[src/rtl/seq_detector_param.sv]
// Programmable serial Mealy sequence detector: 1..MAX_LEN bit pattern, optional
// overlap, input-valid qualifier and a saturating match counter.
module seq_detector_param #(
    parameter int MAX_LEN = 8,
    parameter int CNT_W   = 8,
    parameter int LEN_W   = $clog2(MAX_LEN + 1)
) (
    input  logic               clk,
    input  logic               reset,
    input  logic               en,
    input  logic               in,
    input  logic               cfg_load,
    input  logic [MAX_LEN-1:0] cfg_pattern,
    input  logic [LEN_W-1:0]   cfg_len,
    input  logic               cfg_overlap,
    input  logic               cnt_clr,
    output logic               out,
    output logic [CNT_W-1:0]   match_count,
    output logic               count_sat
);

    localparam logic [LEN_W-1:0]   LEN_MAX  = LEN_W'(MAX_LEN);
    localparam logic [LEN_W-1:0]   LEN_ONE  = LEN_W'(1);
    localparam logic [CNT_W-1:0]   CNT_FULL = {CNT_W{1'b1}};
    localparam logic [MAX_LEN-1:0] PAT_RST  = MAX_LEN'(3'b101);
    localparam logic [LEN_W-1:0]   LEN_RST  = LEN_W'(3);

    logic [MAX_LEN-1:0] pat_q, pat_d;
    logic [LEN_W-1:0]   len_q, len_d;
    logic               ovl_q, ovl_d;
    logic [MAX_LEN-1:0] hist_q, hist_d;
    logic [LEN_W-1:0]   fill_q, fill_d;
    logic [CNT_W-1:0]   cnt_q, cnt_d;
    logic               sat_q, sat_d;

    logic [MAX_LEN:0]   window;
    logic [MAX_LEN:0]   mask;
    logic               hit;
    logic               filled;

    // A length of zero means a single-bit pattern; oversize lengths pin to MAX_LEN.
    function automatic logic [LEN_W-1:0] clamp_len(input logic [LEN_W-1:0] l);
        if (l == '0) begin
            return LEN_ONE;
        end else if (l > LEN_MAX) begin
            return LEN_MAX;
        end
        return l;
    endfunction

    function automatic logic [MAX_LEN:0] len_mask(input logic [LEN_W-1:0] l);
        logic [MAX_LEN:0] m;
        m = '0;
        for (int i = 0; i <= MAX_LEN; i++) begin
            m[i] = (i < int'(l));
        end
        return m;
    endfunction

    // The incoming bit completes the window, so a match is flagged in its own cycle.
    always_comb begin
        window = {hist_q, in};
        mask   = len_mask(len_q);
        hit    = ((window ^ {1'b0, pat_q}) & mask) == '0;
        filled = fill_q >= (len_q - LEN_ONE);
        out    = en & ~cfg_load & filled & hit;
    end

    always_comb begin
        pat_d  = pat_q;
        len_d  = len_q;
        ovl_d  = ovl_q;
        hist_d = hist_q;
        fill_d = fill_q;

        if (cfg_load) begin
            pat_d  = cfg_pattern;
            len_d  = clamp_len(cfg_len);
            ovl_d  = cfg_overlap;
            hist_d = '0;
            fill_d = '0;
        end else if (en) begin
            hist_d = {hist_q[MAX_LEN-2:0], in};
            if (out && !ovl_q) begin
                fill_d = '0;
            end else if (fill_q != LEN_MAX) begin
                fill_d = fill_q + LEN_ONE;
            end
        end
    end

    // Clear beats a coincident match; the counter sticks at all ones.
    always_comb begin
        cnt_d = cnt_q;
        if (cnt_clr) begin
            cnt_d = '0;
        end else if (out && (cnt_q != CNT_FULL)) begin
            cnt_d = cnt_q + CNT_W'(1);
        end
        sat_d = (cnt_d == CNT_FULL);
    end

    always_ff @(posedge clk or negedge reset) begin
        if (!reset) begin
            pat_q  <= PAT_RST;
            len_q  <= LEN_RST;
            ovl_q  <= 1'b1;
            hist_q <= '0;
            fill_q <= '0;
            cnt_q  <= '0;
            sat_q  <= 1'b0;
        end else begin
            pat_q  <= pat_d;
            len_q  <= len_d;
            ovl_q  <= ovl_d;
            hist_q <= hist_d;
            fill_q <= fill_d;
            cnt_q  <= cnt_d;
            sat_q  <= sat_d;
        end
    end

    assign match_count = cnt_q;
    assign count_sat   = sat_q;

endmodule

[config.mk]
export PLATFORM = sky130hd
export DESIGN_NAME = seq_detector_param
export DESIGN_NICKNAME = d
export VERILOG_FILES = /design/src/rtl/seq_detector_param.sv
export SDC_FILE = /design/constraint.sdc
export NUM_CORES = 1
export LEC_CHECK = 0
export BUFFER_PORTS_ARGS = -buffer_cell sky130_fd_sc_hd__buf_2
export CORE_ASPECT_RATIO = 1.5
export CORE_MARGIN = 2
export CORE_UTILIZATION = 45
export CTS_CLUSTER_DIAMETER = 200
export DETAILED_ROUTE_END_ITERATION = 7
export PLACE_DENSITY = 0.74
export SYNTH_ARGS = -nofsm -noshare
export SYNTH_HDL_FRONTEND = slang
export SYNTH_SLANG_ARGS = --single-unit
[constraint.sdc]
create_clock -name clk -period 3.6 [get_ports clk]
set_clock_uncertainty 0.05 [all_clocks]
set_input_delay 0.54 -clock clk [delete_from_list [all_inputs] [get_ports clk]]
set_output_delay 0.54 -clock clk [all_outputs]
set_load 0.005 [all_outputs]
==> impl_metrics.tcl, run 1 <==
set metrics [dict create \
    slowest_delay_ns 0.56 \
    avgSynthCellArea_um2 10.1 \
    synth_top_area_cell "dfrtp_1" \
    pre_cts_ws_ns 0.206 \
    drc_errors 0 \
    synth_xor_area_frac 0.0727 \
    synthFlopType "dfrtp_1" \
    dieArea_um2 4830 \
    synthToLayoutAreaGrowth_pct 14.4 \
    syn-cell-area_um2 1930 \
    power_leakage_nw 1.02 \
    antenna_left 0 \
    gp_congestion 0.879 \
    timing.rr.start "len_q[0]" \
    path_buf_inv 3 \
    io_pins 29 \
    timing.rr.end "count_sat" \
    period_needed_ns 3.39 \
    synth_fa_ha_area_frac 0.0708 \
    grt_remaining_overflow 0 \
    r2r_cells 11 \
    arrival_ns 2.80 \
    reg2reg_slack_ns 0.28 \
    fillers 370 \
    muxShareOfSynthArea 0.106 \
    die_x_um 57.4 \
    slew_violations 0 \
    grt_max_degree 35 \
    crit_end "out" \
    cts-root-buf "clkbuf_8" \
    yosysWarnings 0 \
    relSlewSlack 0.508 \
    synth.top_cell.area_share 0.377 \
    via_per_inst 5.46 \
    nets 249 \
    ys_types 42 \
    synth_commonest_cells "dfrtp_1, nor2_1, inv_1, mux2_2, ha_1" \
    setup-tns-final_ns 0 \
    die_y_um 84.1 \
    cts_made_buffers 5 \
    syn-num-nets 219 \
    worst_slew_pin_slew_ns 0.738 \
    ir_worst_vdd_mv 0.268 \
    netlist_instances 190 \
    clk_pin_slew_ns 0.07 \
    grt_pass1_wl_um 6510 \
    synth_edf_count 0 \
    crit_type "flop to primary output" \
    postCtsResizedCells 0 \
    fin_ws_ns 0.214 \
    cp-start-kind "flop" \
    required_ns 3.01 \
    post-route-period-util 0.941 \
    grt_pass1_vias 1461 \
    finalHoldViolCount 0 \
    drt-total-wl_um 3770 \
    track_usage 0.173 \
    insertion_delay_ns 0.29 \
    synth-seq-cells 34 \
    start_util 0.462 \
    cp_slowest_cell "dfstp_2" \
    rows 29 \
    crit_family "simple AND/OR/NAND/NOR gates" \
    clock_sinks 34 \
    port_buffers 28 \
    synth_top_family_by_area "simple AND/OR/NAND/NOR gates" \
    cts_buffer_depth 2 \
    total_power_mw 0.831 \
    drt_iter0_markers 23 \
    htree_levels 2 \
    cts-hold-fix-buffers 0 \
    post_cts_buffers 0 \
    setup_viol 0 \
    placed_area_um2 2100 \
    n_antenna_cell 0 \
    first_pass_iters 4 \
    cp-end-kind "primary output" \
    dpl.hpwl_um 2700 \
    fin_util 0.528 \
    synth-simple-area-share 0.138 \
    critPathLaunch "len_q[0]" \
    yosysMostFrequentCell "dfrtp_1" \
    path_max_fanout 8 \
    routedWlPerCell_um 14.1 \
    vias 1458 \
    status "finished clean" \
    antenna_found_initial 0 \
    powerDensity_nw_per_um2 377 \
    cts_tree "yes" \
    synth_compound_gate_area_share 0.122 \
    coreArea_um2 4170 \
    post-route-cell-area_um2 2200 \
    synth_area_leaders "dfrtp_1, dfstp_2, ha_1, mux2_2, nor2_1" \
    drive_gt1_frac 0.258 \
    async_reset_ff_frac 1.00 \
    seq_area_frac_synth 0.445 \
    fmax_ghz 0.295 \
    crit_chain "inv_1 -> ha_1 -> xnor2_1 -> ha_1 -> o21ai_0 -> a222oi_1 -> nand3b_1 -> or4_4 -> inv_1 -> buf_2" \
    cap_violations 0 \
    rsz0062_at_grt "false" \
    cp_num_cells 10 \
    hp-class "primary input to asynchronous set/reset pin" \
]
[cells by family (layout without fill, tap and decap cells)]
| kind of cell | Yosys count | after routing |
|---|---|---|
| compound gates | 34 | 34 |
| buf+inv | 21 | 52 |
| flops | 34 | 34 |
| xor+xnor | 16 | 16 |
| simple gates | 55 | 55 |
| fa+ha+maj | 11 | 11 |
| mux | 19 | 19 |
[cell type report]
cell class | count | area, um^2 | area share
Sequential cell | 34 | 857 | 0.389
Clock buffer | 7 | 86.3 | 0.0392
Tap cell | 46 | 57.6 | 0.0261
Multi-Input combinational cell | 135 | 982 | 0.446
Timing Repair Buffer | 32 | 170 | 0.0772
Inverter | 12 | 45.0 | 0.0204
Clock inverter | 1 | 5.00 | 0.00227
[where the power goes]
part / internal (mW) / switching (mW) / leakage, nW
Combinational: 0.0595 / 0.0552 / 0.536
Clock: 0.154 / 0.136 / 0.0482
Sequential: 0.405 / 0.0212 / 0.437
[placed cells by master (no fill, tap or decap), types with 2 or more instances in the layout]
cell / count
dfrtp_1: 29
buf_2: 28
nor2_1: 23
inv_1: 12
mux2_2: 11
ha_1: 10
nand2_1: 9
xnor2_1: 8
xor2_1: 8
mux2i_1: 8
a21oi_1: 7
nor3_1: 6
clkbuf_8: 6
nand2b_1: 5
o22ai_1: 5
dfstp_2: 5
buf_4: 4
o21ai_0: 3
nand3_1: 3
a2bb2oi_1: 2
a2111oi_0: 2
a21o_1: 2
a211oi_1: 2
o31ai_1: 2
or4_1: 2
a31oi_1: 2
[state kept, by name, summed over array words and instances (netlist names)]
| register | count |
|---|---|
| match_count | 8 |
| len_q | 4 |
| pat_q | 8 |
| ovl_q | 1 |
| hist_q | 8 |
| count_sat | 1 |
| fill_q | 4 |
[metrics by stage]
stage                     instances  hold WS, ns
after floorplan                 190        0.194
after global placement          257        0.463
after detailed placement        257        0.471
after CTS                       265        0.290
after global routing            267        0.339
final                           267        0.264
[metal layers]
metal  part of all wire  GRT usage
met1               0.42      0.206
met2               0.52      0.295
met3              0.037     0.0308
met4              0.027     0.0825
met5                  0          0
[worst min-delay path by stage]
stage	start	endpoint	slack [ns]	cells past startpoint
detailed placement	hist_q[7]	hist_q[7]	0.47	2
global placement	pat_q[6]	pat_q[6]	0.46	1
CTS	reset	fill_q[0]	0.29	1
floorplan	reset	count_sat	0.19	0
finish	reset	pat_q[1]	0.26	1
global route	reset	fill_q[1]	0.34	1
Power figures use the tool's default switching activity.
==> inputs of run 2 (changes only) <==
--- a/config.mk
+++ b/config.mk
@@ -8,10 +8,11 @@
 export BUFFER_PORTS_ARGS = -buffer_cell sky130_fd_sc_hd__buf_2
 export CORE_ASPECT_RATIO = 1.5
 export CORE_MARGIN = 2
-export CORE_UTILIZATION = 45
+export CORE_UTILIZATION = 59
+export CTS_BUF_LIST = sky130_fd_sc_hd__clkbuf_2
 export CTS_CLUSTER_DIAMETER = 200
 export DETAILED_ROUTE_END_ITERATION = 7
-export PLACE_DENSITY = 0.74
+export PLACE_DENSITY = 0.91
 export SYNTH_ARGS = -nofsm -noshare
 export SYNTH_HDL_FRONTEND = slang
 export SYNTH_SLANG_ARGS = --single-unit
==> run 2 against run 1 <==
Against the previous run: hold slack got worse by 0.14 ns; critical path type unchanged; wire length rose by 8.8%; highest routed layer unchanged; cell count fell by 2.2%; clock power fell by 39%.
==> impl_metrics.tcl, run 2 (same netlist as run 1, synthesis figures left out) <==
set metrics [dict create \
    grt_pass1_wl_um 6440 \
    port_buffers 28 \
    setup_viol 0 \
    dpl.hpwl_um 2870 \
    total_power_mw 0.734 \
    drt-total-wl_um 4100 \
    ir_worst_vdd_mv 0.248 \
    grt_remaining_overflow 0 \
    io_pins 29 \
    drt_iter0_markers 55 \
    cap_violations 0 \
    relSlewSlack 0.509 \
    first_pass_iters 4 \
    setup-tns-final_ns 0 \
    required_ns 3.01 \
    via_per_inst 5.83 \
    antenna_left 0 \
    route.met2.wl_um 2260 \
    nets 249 \
    powerDensity_nw_per_um2 340 \
    cp-start-kind "flop" \
    timing.rr.end "fill_q[0]" \
    clk_pin_slew_ns 0.17 \
    grt_pass1_vias 1454 \
    r2r_cells 12 \
    cts_tree "yes" \
    path_max_fanout 5 \
    power_leakage_nw 1.00 \
    worst_slew_pin_slew_ns 0.736 \
    cts_made_buffers 5 \
    cts-hold-fix-buffers 0 \
    post-route-period-util 0.972 \
    htree_levels 2 \
    routed.top_layer "met4" \
    track_usage 0.236 \
    start_util 0.616 \
    drive_gt1_frac 0.281 \
    layout_commonest_cell "dfrtp_1" \
    finalHoldViolCount 0 \
    cp-end-kind "primary output" \
    final_cell_mix "dfrtp_1, buf_2, nor2_1, mux2_2" \
    coreArea_um2 3130 \
    cts_buffer_depth 2 \
    grt_max_degree 35 \
    reg2reg_slack_ns 0.21 \
    dieArea_um2 3750 \
    antenna_found_initial 0 \
    insertion_delay_ns 0.39 \
    vias 1521 \
    status "finished clean" \
    arrival_ns 2.91 \
    fin_util 0.690 \
    fmax_ghz 0.286 \
    routedWlPerCell_um 15.7 \
    n_antenna_cell 0 \
    wl_met3_um 175 \
    die_x_um 50.7 \
    rows 25 \
    clock_sinks 34 \
    die_y_um 74.0 \
    period_needed_ns 3.50 \
    hp-class "primary input to asynchronous set/reset pin" \
    timing.rr.start "len_q[1]" \
    crit_type "flop to primary output" \
    drc_errors 0 \
    gp_congestion 0.862 \
    wl_met1_um 1540 \
    cts-root-buf "clkbuf_2" \
    critPathLaunch "len_q[1]" \
    synthToLayoutAreaGrowth_pct 12.1 \
    slew_violations 0 \
    crit_end "out" \
]
run 2: cell types whose count changed in the layout (fill, tap and decap cells not counted), moves of 3 or more:
cell,delta
clkbuf_8,-6
inv_1,-3
inv_2,+3
clkbuf_2,+6
run 2: cell type report:
type                            instances  area [um^2]
Inverter                               12         45.0
Clock buffer                            6         30.0
Clock inverter                          2         8.76
Timing Repair Buffer                   32          170
Tap cell                               40         50.0
Fill cell                             265          968
Multi-Input combinational cell        135          998
Sequential cell                        34          857
run 2: power by group:
group / leakage, nW / switching, mW / total, mW / internal (mW)
sequential: 0.437 / 0.0217 / 0.427 / 0.405
clock: 0.0304 / 0.130 / 0.178 / 0.0477
combinational: 0.536 / 0.0647 / 0.130 / 0.0651
run 2: metrics by stage:
step / cells / hold slack [ns] / area, um^2 / setup WS, ns
2_1_floorplan: 190 / 0.194 / 1930 / 0.474
3_3_place_gp: 250 / 0.461 / 2080 / 0.338
3_5_place_dp: 250 / 0.472 / 2080 / 0.201
4_1_cts: 258 / 0.150 / 2120 / 0.00355
5_1_grt: 261 / 0.158 / 2160 / -0.0906
6_report: 261 / 0.128 / 2160 / 0.102
run 2: worst min-delay path by stage:
stage                     cells past startpoint        endpoint
final                                         1       fill_q[0]
after global routing                          1       fill_q[1]
after CTS                                     1  match_count[1]
after detailed placement                      1        pat_q[7]
after global placement                        1        pat_q[6]
after floorplan                               0       count_sat
run 2: what timing repair did:
item	4_1_cts	5_1_grt
resized for setup	0	7
setup buffers	0	3
pin swaps	1	5
endpoints found under the hold margin	0	0
setup endpoints to repair	1	2
run 2: per-layer routing:
layer,global-route usage,vias to the layer above
li1,-,732
met1,0.249,741
met2,0.428,38
met3,0.0643,10
met4,0.123,0
met5,0,-
run 2: critical path: stages, from the launching register on:
cell and delay, ns:
dfstp_2 0.60, inv_2 0.06, ha_4 0.18, xnor2_1 0.14
ha_1 0.31, o21ai_2 0.06, a222oi_1 0.26, nand3b_1 0.13
or4_4 0.57, inv_2 0.08, buf_2 0.10
